### src/rtl/multdiv_issue_ctrl.sv
// Issue/sequencing stage in front of the multdiv unit: holds operands, pulses start,
// stalls the pipe until the result is ready, then presents a one-cycle writeback.
module multdiv_issue_ctrl #(
    parameter logic [4:0]  RSTATUS_REG   = 5'd30,
    parameter logic [31:0] MULT_EXC_CODE = 32'd4,
    parameter logic [31:0] DIV_EXC_CODE  = 32'd5
) (
    input  logic        clock,
    input  logic        clrn,
    input  logic        issue_valid,
    input  logic        issue_is_div,
    input  logic [31:0] issue_a,
    input  logic [31:0] issue_b,
    input  logic [4:0]  issue_rd,
    input  logic        flush,
    output logic [31:0] md_operandA,
    output logic [31:0] md_operandB,
    output logic        md_ctrl_MULT,
    output logic        md_ctrl_DIV,
    input  logic [31:0] md_result,
    input  logic        md_exception,
    input  logic        md_resultRDY,
    output logic        stall,
    output logic        wb_valid,
    output logic [4:0]  wb_rd,
    output logic [31:0] wb_data,
    output logic        wb_exception
);

    typedef enum logic [1:0] {S_IDLE, S_START, S_WAIT, S_DONE} state_t;

    state_t      state, state_nxt;
    logic [31:0] op_a, op_b;
    logic [4:0]  op_rd;
    logic        op_div;
    logic        latch, capture;

    always_comb begin
        state_nxt = state;
        latch     = 1'b0;
        capture   = 1'b0;
        case (state)
            S_IDLE: if (issue_valid && !flush) begin
                latch     = 1'b1;
                state_nxt = S_START;
            end
            S_START: state_nxt = flush ? S_IDLE : S_WAIT;
            // RDY is only trusted here; in START it still reflects the previous op.
            S_WAIT: begin
                if (flush) begin
                    state_nxt = S_IDLE;
                end else if (md_resultRDY) begin
                    capture   = 1'b1;
                    state_nxt = S_DONE;
                end
            end
            S_DONE:  state_nxt = S_IDLE;
            default: state_nxt = S_IDLE;
        endcase
    end

    always_ff @(posedge clock or negedge clrn) begin
        if (!clrn) state <= S_IDLE;
        else       state <= state_nxt;
    end

    always_ff @(posedge clock or negedge clrn) begin
        if (!clrn) begin
            op_a         <= '0;
            op_b         <= '0;
            op_rd        <= '0;
            op_div       <= 1'b0;
            wb_rd        <= '0;
            wb_data      <= '0;
            wb_exception <= 1'b0;
        end else begin
            if (latch) begin
                op_a   <= issue_a;
                op_b   <= issue_b;
                op_rd  <= issue_rd;
                op_div <= issue_is_div;
            end
            if (capture) begin
                wb_exception <= md_exception;
                if (md_exception) begin
                    wb_rd   <= RSTATUS_REG;
                    wb_data <= op_div ? DIV_EXC_CODE : MULT_EXC_CODE;
                end else begin
                    wb_rd   <= op_rd;
                    wb_data <= md_result;
                end
            end
        end
    end

    assign md_operandA  = op_a;
    assign md_operandB  = op_b;
    assign md_ctrl_MULT = (state == S_START) && !op_div;
    assign md_ctrl_DIV  = (state == S_START) && op_div;
    assign wb_valid     = (state == S_DONE);
    // DONE drops stall so X advances on the same edge the writeback retires.
    assign stall = clrn && !flush &&
                   (((state == S_IDLE) && issue_valid) || (state == S_START) || (state == S_WAIT));

endmodule

### config.mk
export PLATFORM = sky130hd
export DESIGN_NAME = multdiv_issue_ctrl
export DESIGN_NICKNAME = d
export VERILOG_FILES = /design/src/rtl/multdiv_issue_ctrl.sv
export SDC_FILE = /design/constraint.sdc
export NUM_CORES = 1
export LEC_CHECK = 0
export CAP_MARGIN = 5
export CORE_ASPECT_RATIO = 0.8
export CORE_MARGIN = 2
export CORE_UTILIZATION = 41
export CTS_CLUSTER_DIAMETER = 30
export DETAILED_ROUTE_END_ITERATION = 12
export PLACE_DENSITY = 0.89
export SLEW_MARGIN = 20
export SYNTH_ARGS = -nofsm -noshare
export SYNTH_HDL_FRONTEND = slang
export SYNTH_SLANG_ARGS = --single-unit
export TNS_END_PERCENT = 20
### constraint.sdc
create_clock -name clock -period 1.9 [get_ports clock]
set_input_delay 0.19 -clock clock [delete_from_list [all_inputs] [get_ports clock]]
set_output_delay 0.19 -clock clock [all_outputs]
set_load 0.01 [all_outputs]
==> impl_metrics.yaml <==
status:
  status: "complete, no violations"
floorplan:
  io_pins: 214
  start_util_pct: 42.64
  floorplan.core_area_mm2: 0.01041
  fp.dieW_um: 120.3
  die_h_um: 97.05
  dieArea_mm2: 0.01168
  row_count: 33
layout:
  final_area_mm2: 0.007042
  areaGrowthSynthToFinish_pct: 58.71
  layout.cells.non_filler: 648
  final.fill_count: 777
  layout-drive-gt1-share_pct: 24.41
  diodes: 0
  nNetsFinal: 612
sta:
  worst_hold_slack_ns: 0.4588
  setup_viol: 0
  tns_ns: 0
  grt_setup_unrepaired: "no"
  fin_crit_ns: 1.846
  post-route-period-util_pct: 97.13
  finClkSkew_ns: 0.004744
  finalMaxSlewViolations: 0
  slew_headroom_pct: 61.94
  worstMarginPinSlew_ns: 0.5708
  max_freq_mhz: 541.9
  hold_violations: 0
global_routing:
  overflow: 0
  grt_start_max_net_pins: 111
  grt_pass1_vias: 3457
  antenna_found_initial: 0
  grt_pass1_wl_um: 17710
  grt_usage_pct: 19.31
synth:
  synth_edf_count: 0
  synth_area_leader_cell: "dfrtp_1"
  synth_cell_types: 19
  synth_seq_cells: 110
  syn-cell-area_mm2: 0.004437
  ys_async_sr_fraction_pct: 100.0
  synth_top_cells_by_count: "dfrtp_1, mux2_2, nor2b_1"
  synth_top_area_share_pct: 62.04
  synth_area_leaders: "dfrtp_1, mux2_2, nor2b_1, buf_6, mux2_1"
  syn_area_per_cell_um2: 15.41
  netlist_instances: 288
  ys.flop_type: "dfrtp_1"
  yosysMostFrequentCell: "dfrtp_1"
  ys_warn_count: 0
  synth_seq_area_share_pct: 62.04
  synth_nets: 396
placement:
  place_area_mm2: 0.006733
  io_buffers: 213
  dpl.cell_count: 632
  dp_hpwl_um: 8030
  routabilityCongestion: 0.7178
power_and_ir_drop:
  ir_drop_uv: 712.2
  p_per_area_mw_per_mm2: 1118
  leakagePower_nw: 2.942
  power_mw: 7.871
route:
  drc: 0
  vias: 3019
  firstDrtPassIters: 4
  ant_nets: 0
  drt-initial-drc-count: 83
  vias_per_cell: 4.659
  wirelength_um: 10940
  wire_per_inst_um: 16.88
cts:
  clk_latency_ns: 0.33
  post-cts-setup-buffer-count: 0
  clk_path_buf_depth: 2
  cts.sinks: 110
  cts_tree: "built"
  htreeDepth: 3
  clk_pin_slew_ns: 0.07
  root_buffer: "clkbuf_16"
  numCtsBuffers: 9
min_path:
  hold-path-cell-count: 2
  worstHoldStart: "issue_a[2]"
  holdCritPathClass: "primary input to flip-flop"
  worstHoldEndpoint: "md_operandA[2]"
critical_path:
  cp.required_ns: 1.71
  reg2reg_depth: 4
  path_class: "flip-flop to output port"
  critPathLaunch: "state[0]"
  crit_fanout: 8
  start_kind: "flip-flop"
  arrival_ns: 1.66
  r2r_setup_slack_ns: 0.23
  timing.rr.start: "state[0]"
  rr_endpoint: "md_operandA[14]"
  cp-end-kind: "output port"
run:
  maxCapViolCount: 0
## metrics by stage
step           setup WS [ns]  util (%)
6_report             0.05449     67.68
5_1_grt             0.005770     67.68
4_1_cts              0.01753     67.66
3_5_place_dp        0.005360     64.71
3_3_place_gp         0.05691     64.71
2_1_floorplan         0.2225         -
## repair_timing
item | CTS | global route
endpoints found under the setup margin | 1 | 1
cloned | 0 | 0
resized for setup | 1 | 1
hold buffers | 1 | 0
hold endpoints to repair | 90 | 0
## worst max-delay path by stage
stage	to	slack, ns	cells after the start
after floorplan	md_operandA[31]	0.22	4
after global placement	stall	0.06	3
after detailed placement	stall	0.005	3
after CTS	stall	0.02	3
after global routing	stall	0.006	3
final	md_ctrl_MULT	0.05	2
## logic make-up after synthesis
kind of cell | share of synthesized area (%)
flip-flops | 62.04
XOR/XNOR | 0.1974
AND/OR/NAND/NOR | 6.627
buffers and inverters | 3.384
multiplexers | 27.75
## metal layers
layer	track usage, %	wire length [um]
met4	5.725	165
met2	33.00	5353
met5	0	0
met3	8.844	1191
met1	21.59	4228
## flip-flops by register name, summed over array words and instances, names as in the netlist
register,cells
state,2
op_div,1
md_operandB,32
op_rd,5
wb_data,32
wb_rd,5
md_operandA,32
wb_exception,1
## layout by cell type, fill, tap and decap left out, drive strengths merged
cell type,synthesis,routed
dlygate4sd2,0,1
nor2b,31,31
and2,1,1
and4bb,1,1
nor3,2,2
xnor2,1,1
mux2i,6,6
clkbuf,4,10
dfrtp,110,110
bufinv,0,1
clkdlybuf4s50,0,211
clkinv,0,3
inv,5,5
nor3b,1,1
clkinvlp,0,1
dlygate4sd3,0,1
mux2,104,104
nor2,6,6
nor4b,2,2
and3b,1,1
buf,13,9
## where the power goes
group | internal, mW | total (mW) | switching, mW
logic | 1.74 | 2.67 | 0.932
clock network | 1.05 | 1.88 | 0.823
registers | 2.98 | 3.32 | 0.343
## worst max-delay path, cell delays in order, from the launching register on
cell and delay (ns):
dfrtp_1 0.50, nor3b_1 0.23, clkdlybuf4s50_1 0.59
## layout make-up
class,instances,area [um^2],share of cell area (%)
multi-input combinational,156,1534,21.78
tap,140,175.2,2.488
timing repair buffer,222,2261,32.11
clock inverter,5,60.06,0.8529
sequential,110,2754,39.11
clock buffer,10,239.0,3.394
inverter,5,18.77,0.2665
No activity file was read; power rests on OpenSTA's default activity.
